===== src/rtl/rc5_words_to_bytes_if.sv =====
// ---------------------------------------------------------------------------
// rc5_words_to_bytes_if
// Signal bundle for the RC5 key read-back unit: the dump request/status, the
// word-memory read port and the valid/ready key-byte stream.
//   start       request to begin a dump (to the unit)
//   busy, done  status from the unit
//   L_address   word address to L memory; L_sub_i registered read data back
//   byte_o, byte_index, byte_valid   byte stream from the unit
//   byte_ready  consumer acceptance
// Modports: master = the read-back unit, slave = its environment.
// ---------------------------------------------------------------------------
interface rc5_words_to_bytes_if #(
   parameter int w        = 32,
   parameter int b_length = 4,
   parameter int c_length = 2
);
   logic                start;
   logic                busy;
   logic                done;
   logic [c_length-1:0] L_address;
   logic [w-1:0]        L_sub_i;
   logic [7:0]          byte_o;
   logic [b_length-1:0] byte_index;
   logic                byte_valid;
   logic                byte_ready;

   modport master (
      input  start, L_sub_i, byte_ready,
      output busy, done, L_address, byte_o, byte_index, byte_valid
   );

   modport slave (
      output start, L_sub_i, byte_ready,
      input  busy, done, L_address, byte_o, byte_index, byte_valid
   );
endinterface


===== src/rtl/rc5_words_to_bytes.sv =====
// ---------------------------------------------------------------------------
// rc5_words_to_bytes
// Reads the c-word RC5 L array from word memory (registered read port, data
// one cycle after the address) and streams it out as b key bytes over a
// valid/ready interface. Used to read back / export a loaded key.
//
// Ports:
//   clk1  single clock, rising edge
//   rst   synchronous active-high reset (aborts a dump)
//   bus   rc5_words_to_bytes_if.master: start, busy, done, L_address,
//         L_sub_i, byte_o, byte_index, byte_valid, byte_ready
//
// Build option: define W2B_BIG_ENDIAN_EN to emit each word MSB byte first
// (a partial last word then emits its top bytes). Default is little-endian.
// Timing is the same in both builds.
// ---------------------------------------------------------------------------
module rc5_words_to_bytes #(
   parameter int b        = 16,
   parameter int b_length = 4,
   parameter int w        = 32,
   parameter int u        = 4,
   parameter int c_length = 2
) (
   input  logic                 clk1,
   input  logic                 rst,
   rc5_words_to_bytes_if.master bus
);

   localparam int UW = (u > 1) ? $clog2(u) : 1;

   typedef enum logic [2:0] {IDLE, FETCH, LOAD, EMIT, DONE} state_t;

   state_t              state, state_nxt;
   logic [w-1:0]        shreg, shreg_nxt;
   logic [b_length-1:0] byte_cnt, byte_cnt_nxt;
   logic [c_length-1:0] word_idx, word_idx_nxt;
   logic [UW-1:0]       in_word, in_word_nxt;
   logic                xfer;

   always_ff @(posedge clk1) begin
      if (rst) begin
         state    <= IDLE;
         shreg    <= '0;
         byte_cnt <= '0;
         word_idx <= '0;
         in_word  <= '0;
      end else begin
         state    <= state_nxt;
         shreg    <= shreg_nxt;
         byte_cnt <= byte_cnt_nxt;
         word_idx <= word_idx_nxt;
         in_word  <= in_word_nxt;
      end
   end

   always_comb begin
      state_nxt    = state;
      shreg_nxt    = shreg;
      byte_cnt_nxt = byte_cnt;
      word_idx_nxt = word_idx;
      in_word_nxt  = in_word;
      xfer         = (state == EMIT) && bus.byte_ready;

      case (state)
         IDLE: begin
            if (bus.start) begin
               state_nxt    = FETCH;
               word_idx_nxt = '0;
               byte_cnt_nxt = '0;
            end
         end
         // Address is already on L_address; memory registers it this edge.
         FETCH: state_nxt = LOAD;
         LOAD: begin
            shreg_nxt   = bus.L_sub_i;
            in_word_nxt = '0;
            state_nxt   = EMIT;
         end
         EMIT: begin
            if (xfer) begin
`ifdef W2B_BIG_ENDIAN_EN
               shreg_nxt = shreg << 8;
`else
               shreg_nxt = shreg >> 8;
`endif
               byte_cnt_nxt = byte_cnt + 1'b1;
               in_word_nxt  = in_word + 1'b1;
               // The byte-count test comes first so a partial last word
               // finishes without ever fetching the next address.
               if (byte_cnt == b_length'(b - 1)) begin
                  state_nxt = DONE;
               end else if (in_word == UW'(u - 1)) begin
                  word_idx_nxt = word_idx + 1'b1;
                  state_nxt    = FETCH;
               end
            end
         end
         DONE: begin
            word_idx_nxt = '0;
            state_nxt    = IDLE;
         end
         default: state_nxt = IDLE;
      endcase
   end

   // All outputs come straight from registers: nothing depends on byte_ready.
   assign bus.L_address  = word_idx;
`ifdef W2B_BIG_ENDIAN_EN
   assign bus.byte_o     = shreg[w-1 -: 8];
`else
   assign bus.byte_o     = shreg[7:0];
`endif
   assign bus.byte_index = byte_cnt;
   assign bus.byte_valid = (state == EMIT);
   assign bus.busy       = (state != IDLE);
   assign bus.done       = (state == DONE);

endmodule


===== src/flat_wrapper.sv =====
// flat-port wrapper written by rule: the top's interface ports become plain ports
module rc5_words_to_bytes_flat 
#(
   parameter int b        = 16,
   parameter int b_length = 4,
   parameter int w        = 32,
   parameter int u        = 4,
   parameter int c_length = 2
)
  (clk1, rst, bus_start, bus_L_sub_i, bus_byte_ready, bus_busy, bus_done, bus_L_address, bus_byte_o, bus_byte_index, bus_byte_valid);
  rc5_words_to_bytes_if #(.w(w), .b_length(b_length), .c_length(c_length)) bus_i ();
  input  logic clk1;
  input  logic rst;
  input wire logic [$bits(bus_i.start)-1:0] bus_start;
  input wire logic [$bits(bus_i.L_sub_i)-1:0] bus_L_sub_i;
  input wire logic [$bits(bus_i.byte_ready)-1:0] bus_byte_ready;
  output wire logic [$bits(bus_i.busy)-1:0] bus_busy;
  output wire logic [$bits(bus_i.done)-1:0] bus_done;
  output wire logic [$bits(bus_i.L_address)-1:0] bus_L_address;
  output wire logic [$bits(bus_i.byte_o)-1:0] bus_byte_o;
  output wire logic [$bits(bus_i.byte_index)-1:0] bus_byte_index;
  output wire logic [$bits(bus_i.byte_valid)-1:0] bus_byte_valid;
  assign bus_i.start = bus_start;
  assign bus_i.L_sub_i = bus_L_sub_i;
  assign bus_i.byte_ready = bus_byte_ready;
  assign bus_busy = bus_i.busy;
  assign bus_done = bus_i.done;
  assign bus_L_address = bus_i.L_address;
  assign bus_byte_o = bus_i.byte_o;
  assign bus_byte_index = bus_i.byte_index;
  assign bus_byte_valid = bus_i.byte_valid;
  rc5_words_to_bytes #(.b(b), .b_length(b_length), .w(w), .u(u), .c_length(c_length)) u_core (.clk1(clk1), .rst(rst), .bus(bus_i));
endmodule

===== config.mk =====
export PLATFORM = sky130hd
export DESIGN_NAME = rc5_words_to_bytes_flat
export DESIGN_NICKNAME = d
export VERILOG_FILES = /design/src/rtl/rc5_words_to_bytes_if.sv /design/src/rtl/rc5_words_to_bytes.sv /design/src/flat_wrapper.sv
export SDC_FILE = /design/constraint.sdc
export NUM_CORES = 1
export LEC_CHECK = 0
export CAP_MARGIN = 10
export CORE_MARGIN = 2
export CORE_UTILIZATION = 25
export CTS_BUF_LIST = sky130_fd_sc_hd__clkbuf_4
export CTS_CLUSTER_SIZE = 14
export DETAILED_ROUTE_END_ITERATION = 8
export DONT_BUFFER_PORTS = 1
export PLACE_DENSITY = 0.43
export SYNTH_ARGS = -nofsm -noshare
export SYNTH_HDL_FRONTEND = slang
export SYNTH_SLANG_ARGS = --single-unit

===== constraint.sdc =====
create_clock -name clk1 -period 3.29 [get_ports clk1]
set_input_delay 0.329 -clock clk1 [delete_from_list [all_inputs] [get_ports clk1]]
set_output_delay 0.329 -clock clk1 [all_outputs]
set_load 0.02 [all_outputs]

Word level (Yosys, flattened, before mapping):

Index checks and enable logic that the tools add are counted.

* flip-flop bits (word level): 43
* input bits: 36
* output and inout port bits: 17
* word-level logic and storage cells: 46

* $add $sub $neg: 3
* eq/ne operators: 11
* multiplexer cells: 17
* reduce and logical (&&, ||, !) cells: 10

Operator list (count)
* $pmux W32 S2: 1
* $mux W32: 1
* $mux W3: 4
* $pmux W3 S4: 1
* $mux W2: 5
* $mux W4: 2
* $pmux W4 S2: 1
* $eq A3 B2 Y1 const B: 2
* $pmux W2 S3: 1
* $reduce_and A3 Y1: 2
* $reduce_bool A3 Y1: 2
* $reduce_and A5 Y1: 1
* $add A2 B1 Y2 const B: 2
* $add A4 B1 Y4 const B: 1
* $eq A4 B4 Y1 const B: 1
* $ne A2 B1 Y1 const B: 2
* $ne A2 B2 Y1 const B: 2
* $pmux W2 S2: 1
* $reduce_bool A2 Y1: 2
* $eq A3 B1 Y1 const B: 1
* $eq A3 B3 Y1 const B: 1
* $logic_not A3 Y1: 1
* $ne A3 B1 Y1 const B: 1
* $eq A2 B2 Y1 const B: 1
* other kinds (2): 2

Logic depth before layout (Yosys ltp):

Gate-level depths: netlist (run 1).

* depth after elaboration: 5
* depth in mapped cells: 7

Worst setup path before layout (run 1):

No wires, ideal clock.

* path type: flip-flop to flip-flop
* start point: reg u_core.byte_cnt[0], in the netlist u_core.bus.byte_index[0]
* end point: reg u_core.word_idx[0], in the netlist u_core.bus.L_address[0]
* data arrival time: 1.368 ns
* slack: 1.795 ns
* cell stages (with the launch flop): 7
* path through: dfxtp_1 ha_1 and3_1 nor2_1 o22ai_2 mux2i_1 nor2_1

* word-level cells in the longest chain between the ends: 3

Ends and longest elaborated chain
* start: declaration: line rc5_words_to_bytes.sv:35 `logic [b_length-1:0] byte_cnt, byte_cnt_nxt;`
* start signal: assignment: line rc5_words_to_bytes.sv:50 `byte_cnt <= byte_cnt_nxt;`
* $eq A4 B4 Y1: line rc5_words_to_bytes.sv:90 `if (byte_cnt == b_length'(b - 1)) begin`
* $ne A2 B2 Y1 (no source line)
* $reduce_and A5 Y1 (no source line)
* end signal: assignment: line rc5_words_to_bytes.sv:51 `word_idx <= word_idx_nxt;`
* end: declaration: line rc5_words_to_bytes.sv:36 `logic [c_length-1:0] word_idx, word_idx_nxt;`

No other way between the ends.
A chain may end at the register's enable or synchronous reset.

Worst setup path in the final report (run 1):

* start point: reg u_core.state[0]
* end point: out bus_byte_valid

* word-level cells in the longest chain between the ends: 1

Ends and longest elaborated chain
* start: declaration: line rc5_words_to_bytes.sv:33 `state_t state, state_nxt;`
* start signal: assignment: line rc5_words_to_bytes.sv:48 `state <= state_nxt;`
* $eq A3 B2 Y1: line rc5_words_to_bytes.sv:114 `assign bus.byte_valid = (state == EMIT);`
* end: declaration: line flat_wrapper.sv:22 `output wire logic [$bits(bus_i.byte_valid)-1:0] bus_byte_valid;`

No other way between the ends.

==> results.sh, run 1 <==
export IMPL_cp_depth=2
export IMPL_powerDensity_nw_per_um2=567
export IMPL_holdWs_ns=0.0393
export IMPL_buffer_ports_inserted=0
export IMPL_crit_required_ns=2.96
export IMPL_min_period_ns=2.21
export IMPL_final_util_pct=26.6
export IMPL_dpl_cell_area_um2=2130
export IMPL_drtIter0Drc=101
export IMPL_clk_latency_ns=0.35
export IMPL_ioPinCount=53
export IMPL_drc_errors=0
export IMPL_cp_slowest_cell="dfxtp_1"
export IMPL_fill_cells=903
export IMPL_clockRootBuffer="clkbuf_4"
export IMPL_path_class="reg2out"
export IMPL_die_area_um2=9440
export IMPL_ys_flop_type="dfxtp_1"
export IMPL_num_rows=33
export IMPL_cts_buffers_inserted=5
export IMPL_grt_max_degree=49
export IMPL_crit_chain="nand3b_4 -> clkinv_2"
export IMPL_path_clk_slew_ns=0.12
export IMPL_grt_pass1_wl_um=8000
export IMPL_min_path_type="in2reg"
export IMPL_nNetsFinal=264
export IMPL_viasPerCell=4.75
export IMPL_cap_violations=0
export IMPL_finalSetupTns_ns=0
export IMPL_core_um2=8300
export IMPL_area_growth_synth_to_final_pct=1.56
export IMPL_hold_viol_final=0
export IMPL_p_leak_nw=0.763
export IMPL_grt_use_total_pct=10.5
export IMPL_worstMarginPinSlew_ns=0.673
export IMPL_critical_path_peak_fanout=26
export IMPL_yosysTopAreaCellShare_pct=39.7
export IMPL_routed_wl_um=5050
export IMPL_slew_headroom_pct=55.0
export IMPL_crit_family="flip-flops"
export IMPL_drv_slew=0
export IMPL_cts_sinks=43
export IMPL_ant_nets=0
export IMPL_syn_nets=280
export IMPL_synth_area_top_cells="dfxtp_1, a311oi_2, nand2_1"
export IMPL_ys_types=40
export IMPL_r2r_cells=4
export IMPL_period_share_pct=67.1
export IMPL_ir_drop_mv=0.190
export IMPL_syn_area_um2=2170
export IMPL_worst_endpoint_arrival_ns=1.88
export IMPL_synth_top_area_cell="dfxtp_1"
export IMPL_skew_ns=0.00873
export IMPL_drive_above_1_share_pct=18.9
export IMPL_vias=1577
export IMPL_drt_pass1_iterations=4
export IMPL_final_cell_mix="nand2_1, nor2_1, dfxtp_1, a311oi_2, a22oi_1"
export IMPL_layout_area_seq_um2=861
export IMPL_num_antenna_cells=0
export IMPL_fin_area_um2=2200
export IMPL_die_y_um=97.2
export IMPL_post_drt_wl_per_cell_um=15.2
export IMPL_grt_pass1_vias=1484
export IMPL_netlist_instances=242
export IMPL_rsz0062_at_grt="no"
export IMPL_ys_ff_latch=43
export IMPL_setup_viol=0
export IMPL_ys_seq_area_share_pct=39.7
export IMPL_cts_tree="built"
export IMPL_max_freq_mhz=453
export IMPL_max_stage_delay_ns=0.78
export IMPL_clockBufferDepth=2
export IMPL_final_common_cell="nand2_1"
export IMPL_h_tree_depth=2
export IMPL_multi_input_area_um2=1110
export IMPL_start_kind="flop"
export IMPL_overflow=0
export IMPL_cp_buffers_inverters=1
export IMPL_avgSynthCellArea_um2=8.97
export IMPL_synth_edf_count=0
export IMPL_critPathCaptureType="primary output"
export IMPL_hpwl_um=3380
export IMPL_die_x_um=97.2
export IMPL_status="finished clean"
export IMPL_gp_congestion=0.733
export IMPL_holdPathStages=1
export IMPL_grt_antenna_before_repair=0
export IMPL_synth_warnings=0
export IMPL_initial_core_util_pct=26.2
export IMPL_async_flop_share_pct=0
## layer usage
| metal | global-route usage, % | routed length [µm] | vias to the layer above |
|---|---|---|---|
| li1 | - | - | 814 |
| met2 | 14.5 | 1990 | 35 |
| met4 | 3.90 | 84 | 0 |
| met5 | 0 | 0 | - |
| met3 | 5.04 | 465 | 5 |
| met1 | 14.1 | 2510 | 723 |
## synth_stat cells (3+ instances only)
library cell   n
a21oi_1        4
a22oi_1       10
a311oi_1       5
a311oi_2      20
buf_2          7
buf_4          8
buf_6          7
clkbuf_1       4
dfxtp_1       43
nand2_1       52
nor2_1        44
nor3_1         3
## where the power goes
part           total (mW)  internal, mW  switching, mW
Clock               0.255        0.0878          0.167
Combinational       0.318         0.126          0.192
Sequential          0.677         0.591         0.0852
Total                1.25         0.806          0.444
## final timing paths
| kind | from | to | slack (ns) |
|---|---|---|---|
| setup reg to reg | u_core.state[0]$_SDFFE_PP0P_ | u_core.shreg[15]$_SDFFE_PP0P_ | 1.31 |
| setup / recovery | u_core.state[0]$_SDFFE_PP0P_ | bus_byte_valid | 1.08 |
| hold reg to reg | u_core.shreg[19]$_SDFFE_PP0P_ | u_core.shreg[11]$_SDFFE_PP0P_ | 0.48 |
| hold / removal | rst | u_core.shreg[6]$_SDFFE_PP0P_ | 0.04 |
## metrics by stage
stage	total power [mW]	worst slack [ns]	instances
after floorplan	1.01	1.79	242
after global placement	1.00	1.32	322
after detailed placement	1.01	1.31	322
after CTS	1.27	1.03	330
after global routing	1.34	0.925	332
final	1.25	1.08	332
## cell type report
cell class	count	area share, %
flip-flops and latches	43	39.0
repair buffers	4	1.59
clock inverters	2	0.341
well taps	105	5.96
inverters	3	0.568
clock buffers	6	2.04
multi-input cells	169	50.5
## timing repair
action | CTS | global route
buffers inserted | 0 | 0
endpoints found under the hold margin | 0 | 10
gates resized for setup | 0 | 0
hold buffers | 0 | 2
## sequential cells by signal, summed over array words and instances (netlist names)
signal                 cells
u_core.bus.L_address       2
u_core.in_word             2
u_core.bus.byte_index      4
u_core.state               3
u_core.shreg              32
## kinds of logic after synthesis
kind of cell             Yosys count  synth area share (%)
AND/OR/NAND/NOR                  111                  22.2
AO/OA/AOI/OAI                     54                  26.6
flip-flops                        43                  39.7
buffers and inverters             30                  9.45
adder cells (fa/ha/maj)            2                  1.15
XOR/XNOR                           1                 0.404
multiplexers                       1                 0.461
Power figures use the tool's default switching activity.
==> inputs of run 2 (changes only) <==
==> constraint.sdc (replaced) <==
create_clock -name clk1 -period 2.1 [get_ports clk1]
set_input_delay 0.21 -clock clk1 [delete_from_list [all_inputs] [get_ports clk1]]
set_output_delay 0.21 -clock clk1 [all_outputs]
set_load 0.02 [all_outputs]
==> run 2 against run 1 <==
Against the previous run: power grew 61%; largest power group unchanged; routed wire length is essentially flat; non-clock buffer count grew 14.
==> results.sh, run 2 (synthesized netlist as in run 1, its figures left out) <==
export IMPL_switchingPower_mw=0.720
export IMPL_core_um2=8300
export IMPL_post_cts_buffers=0
export IMPL_drtIter0Drc=75
export IMPL_overflow=0
export IMPL_hold_viol_final=0
export IMPL_num_antenna_cells=0
export IMPL_die_area_um2=9440
export IMPL_grt_pass1_vias=1604
export IMPL_p_seq_share_pct=51.3
export IMPL_cts_sinks=43
export IMPL_intPower_mw=1.30
export IMPL_combPwrFrac_pct=28.8
export IMPL_clockBufferDepth=2
export IMPL_grt_antenna_before_repair=0
export IMPL_final_cell_mix="nand2_1, nor2_1, dfxtp_1, a311oi_2"
export IMPL_skew_ns=0.0185
export IMPL_grt_pass1_wl_um=8250
export IMPL_cts_tree="built"
export IMPL_regMostFlops="u_core.shreg"
export IMPL_fin_area_um2=2360
export IMPL_clockRootBuffer="clkbuf_4"
export IMPL_grt_use_total_pct=10.9
export IMPL_start_kind="flop"
export IMPL_hpwl_um=3440
export IMPL_worstMarginPinSlew_ns=0.634
export IMPL_dpl_cell_area_um2=2180
export IMPL_gp_congestion=0.702
export IMPL_min_period_ns=1.88
export IMPL_buffer_ports_inserted=0
export IMPL_cap_violations=0
export IMPL_viasPerCell=4.70
export IMPL_critical_path_peak_fanout=26
export IMPL_status="finished clean"
export IMPL_p_leak_nw=0.839
export IMPL_h_tree_depth=2
export IMPL_p_total_mw=2.02
export IMPL_largest_register_ffs=32
export IMPL_routed_wl_um=5040
export IMPL_powerDensity_nw_per_um2=854
export IMPL_period_share_pct=89.4
export IMPL_min_path_type="in2reg"
export IMPL_finalSetupTns_ns=0
export IMPL_critPathCaptureType="primary output"
export IMPL_crit_required_ns=1.89
export IMPL_path_clk_slew_ns=0.11
export IMPL_place_ws_ns=0.299
export IMPL_die_x_um=97.2
export IMPL_final_common_cell="nand2_1"
export IMPL_drc_errors=0
export IMPL_area_growth_synth_to_final_pct=8.82
export IMPL_clk_latency_ns=0.36
export IMPL_post_drt_wl_per_cell_um=14.6
export IMPL_ir_drop_mv=0.238
export IMPL_worst_endpoint_arrival_ns=1.67
export IMPL_cts_buffers_inserted=5
export IMPL_ioPinCount=53
export IMPL_swShare_pct=35.7
export IMPL_setup_viol=0
export IMPL_drive_above_1_share_pct=20.3
export IMPL_ant_nets=0
export IMPL_max_freq_mhz=533
export IMPL_slew_headroom_pct=57.4
export IMPL_nNetsFinal=278
export IMPL_cts_hold_buf=11
export IMPL_path_class="reg2out"
export IMPL_drt_pass1_iterations=4
export IMPL_setup_ws_ns=0.223
export IMPL_clkPwrFrac_pct=19.9
export IMPL_die_y_um=97.2
export IMPL_grt_max_degree=49
export IMPL_num_rows=33
export IMPL_vias=1627
export IMPL_drv_slew=0
export IMPL_initial_core_util_pct=26.2
export IMPL_ctsResizeCount=0
export IMPL_rsz0062_at_grt="no"
[run 2: cell count changes in the layout (fill, tap and decap cells not counted)]
cell and change:
buf_4 +4, buf_16 +1, buf_12 +1, dlygate4sd3_1 +8
[run 2: power groups by stage]
| stage | clock network (mW) | registers, mW | logic [mW] |
|---|---|---|---|
| after floorplan | 0 | 0.995 | 0.588 |
| after global placement | 0 | 1.06 | 0.544 |
| after detailed placement | 0 | 1.06 | 0.550 |
| after CTS | 0.426 | 1.04 | 0.589 |
| after global routing | 0.459 | 1.05 | 0.649 |
| final | 0.402 | 1.04 | 0.581 |
[run 2: through the flow]
| stage | utilization (%) | hold WS [ns] | cells |
|---|---|---|---|
| finish | 28.5 | 0.0164 | 346 |
| global route | 28.5 | 0.00106 | 346 |
| CTS | 28.5 | 0.000617 | 346 |
| detailed placement | 26.3 | 0.291 | 327 |
| global placement | 26.3 | 0.288 | 327 |
| floorplan | - | 0.358 | 242 |
[run 2: critical path, cell delays in order (launching register included)]
cell and delay [ns]:
dfxtp_1 0.54, nand3b_4 0.35, clkinv_2 0.41
[run 2: layout make-up]
class | count | area, µm²
clock buffer | 6 | 45.0
clock inverter | 2 | 7.51
fill | 897 | 5940
inverter | 3 | 12.5
multi-input combinational | 169 | 1110
sequential | 43 | 861
tap | 105 | 131
timing repair buffer | 18 | 193
[run 2: final timing paths]
path | start | to | slack, ns | depth (start not counted)
setup reg to reg | u_core.state[2]$_SDFFE_PP0P_ | u_core.shreg[17]$_SDFFE_PP0P_ | 0.34 | 4
setup / recovery | u_core.state[2]$_SDFFE_PP0P_ | bus_byte_valid | 0.22 | 2
hold reg to reg | u_core.shreg[19]$_SDFFE_PP0P_ | u_core.shreg[11]$_SDFFE_PP0P_ | 0.47 | 2
hold / removal | bus_L_sub_i[27] | u_core.shreg[27]$_SDFFE_PP0P_ | 0.02 | 2
[run 2: routing by layer]
layer	vias up	share of wire, %	global-route usage [%]
li1	838	-	-
met1	737	48	14.4
met2	47	43	16.1
met3	5	7.4	4.10
met4	0	1.7	4.01
met5	-	0	0
==> inputs of run 3 (changes only) <==
--- a/config.mk
+++ b/config.mk
@@ -7,12 +7,12 @@
 export LEC_CHECK = 0
 export CAP_MARGIN = 10
 export CORE_MARGIN = 2
-export CORE_UTILIZATION = 25
+export CORE_UTILIZATION = 65
 export CTS_BUF_LIST = sky130_fd_sc_hd__clkbuf_4
 export CTS_CLUSTER_SIZE = 14
 export DETAILED_ROUTE_END_ITERATION = 8
 export DONT_BUFFER_PORTS = 1
-export PLACE_DENSITY = 0.43
+export PLACE_DENSITY = 0.86
 export SYNTH_ARGS = -nofsm -noshare
 export SYNTH_HDL_FRONTEND = slang
 export SYNTH_SLANG_ARGS = --single-unit
==> run 3 against run 2 <==
Against the previous run: core utilization is 47 points higher; flip-flop and latch count did not move; highest routed layer unchanged; critical path type unchanged; die area shrank 60%; critical endpoint unchanged; clock skew is 0.0083 ns lower; setup slack lost 0.011 ns; sequential power is essentially flat; cell area fell by 1.3%.
==> results.sh, run 3 (synthesized netlist as in run 1, its figures left out) <==
export IMPL_clockBufferDepth=2
export IMPL_cap_violations=0
export IMPL_r2r_start="u_core.state[1]$_SDFFE_PP0P_"
export IMPL_grt_use_total_pct=22.5
export IMPL_r2r_slack_ns=0.35
export IMPL_num_antenna_cells=0
export IMPL_ant_nets=0
export IMPL_grt_pass1_wl_um=6230
export IMPL_final_instance_count_excl_fill=289
export IMPL_drv_slew=0
export IMPL_crit_required_ns=1.89
export IMPL_min_period_ns=1.89
export IMPL_largest_register_ffs=32
export IMPL_setup_ws_ns=0.212
export IMPL_overflow=0
export IMPL_die_y_um=61.8
export IMPL_worstMarginPinSlew_ns=0.626
export IMPL_setup_worst_path_end="bus_byte_valid"
export IMPL_vias=1640
export IMPL_final_common_cell="nand2_1"
export IMPL_start_kind="flop"
export IMPL_finalSetupTns_ns=0
export IMPL_final_util_pct=75.1
export IMPL_path_clk_slew_ns=0.12
export IMPL_gp_congestion=0.737
export IMPL_period_share_pct=89.9
export IMPL_r2r_cells=4
export IMPL_cts_sinks=43
export IMPL_clockRootBuffer="clkbuf_4"
export IMPL_drtIter0Drc=155
export IMPL_rr_endpoint="u_core.shreg[5]$_SDFFE_PP0P_"
export IMPL_clk_latency_ns=0.36
export IMPL_drc_errors=0
export IMPL_hpwl_um=2620
export IMPL_skew_ns=0.0102
export IMPL_fin_area_um2=2330
export IMPL_setup_viol=0
export IMPL_place_ws_ns=0.361
export IMPL_viasPerCell=5.67
export IMPL_hold_viol_final=0
export IMPL_post_drt_wl_per_cell_um=13.7
export IMPL_max_freq_mhz=530
export IMPL_drive_above_1_share_pct=19.6
export IMPL_powerDensity_nw_per_um2=862
export IMPL_holdWs_ns=0.0158
export IMPL_critPathCaptureType="primary output"
export IMPL_min_path_type="in2reg"
export IMPL_regMostFlops="u_core.shreg"
export IMPL_die_x_um=61.8
export IMPL_path_class="reg2out"
export IMPL_final_cell_mix="nand2_1, nor2_1, dfxtp_1, a311oi_2, dlygate4sd3_1"
export IMPL_slew_headroom_pct=57.9
export IMPL_die_area_um2=3820
export IMPL_drt_pass1_iterations=4
export IMPL_dpl_cell_area_um2=2080
export IMPL_critical_path_peak_fanout=26
export IMPL_p_leak_nw=0.850
export IMPL_initial_core_util_pct=70.0
export IMPL_rsz0062_at_grt="no"
export IMPL_nNetsFinal=282
export IMPL_grt_antenna_before_repair=0
export IMPL_dp_cells=263
export IMPL_ir_drop_mv=0.542
export IMPL_cts_tree="built"
export IMPL_worst_endpoint_arrival_ns=1.68
export IMPL_p_total_mw=2.01
export IMPL_cts_buffers_inserted=5
export IMPL_status="finished clean"
export IMPL_grt_max_degree=49
export IMPL_routed_wl_um=3960
export IMPL_crit_start="u_core.state[1]$_SDFFE_PP0P_"
export IMPL_ioPinCount=53
export IMPL_num_rows=20
export IMPL_area_growth_synth_to_final_pct=7.38
export IMPL_grt_pass1_vias=1388
export IMPL_h_tree_depth=2
export IMPL_ctsResizeCount=0
export IMPL_core_um2=3100
export IMPL_buffer_ports_inserted=0
run 3: cell type report:
cell class | count | area, µm²
inverters | 3 | 12.5
well taps | 44 | 55.1
flip-flops and latches | 43 | 861
fillers | 238 | 772
clock inverters | 2 | 12.5
multi-input cells | 169 | 1110
repair buffers | 22 | 233
clock buffers | 6 | 45.0
run 3: metal layers:
| layer | wire [µm] | track usage (%) |
|---|---|---|
| met1 | 1810 | 29.0 |
| met5 | 0 | 0 |
| met4 | 57 | 8.81 |
| met2 | 1810 | 33.4 |
| met3 | 287 | 9.52 |
run 3: power by group:
| part | internal, mW | switching [mW] | total [mW] |
|---|---|---|---|
| clock network | 0.142 | 0.262 | 0.404 |
| registers | 0.927 | 0.115 | 1.04 |
| logic | 0.236 | 0.327 | 0.563 |
| total | 1.30 | 0.704 | 2.01 |
run 3: how the worst min path moves through the flow:
stage                     from                       endpoint  slack, ns  cells past startpoint
2_1_floorplan  bus_L_sub_i[24]  u_core.shreg[24]$_SDFFE_PP0P_       0.36                      2
3_3_place_gp               rst  u_core.shreg[23]$_SDFFE_PP0P_       0.28                      1
3_5_place_dp               rst  u_core.shreg[23]$_SDFFE_PP0P_       0.29                      1
4_1_cts         bus_L_sub_i[1]   u_core.shreg[1]$_SDFFE_PP0P_      0.006                      2
5_1_grt         bus_L_sub_i[7]   u_core.shreg[7]$_SDFFE_PP0P_      0.002                      2
6_report        bus_L_sub_i[1]   u_core.shreg[1]$_SDFFE_PP0P_       0.02                      2
run 3: worst max-delay path, cell delays in order, from the launching register on:
cell	delay, ns
dfxtp_1	0.70
nand3b_4	0.26
clkinv_2	0.36
run 3: timing repair:
item	CTS	global route
hold endpoints to repair	41	4
hold buffers	14	4
buffers inserted	0	0
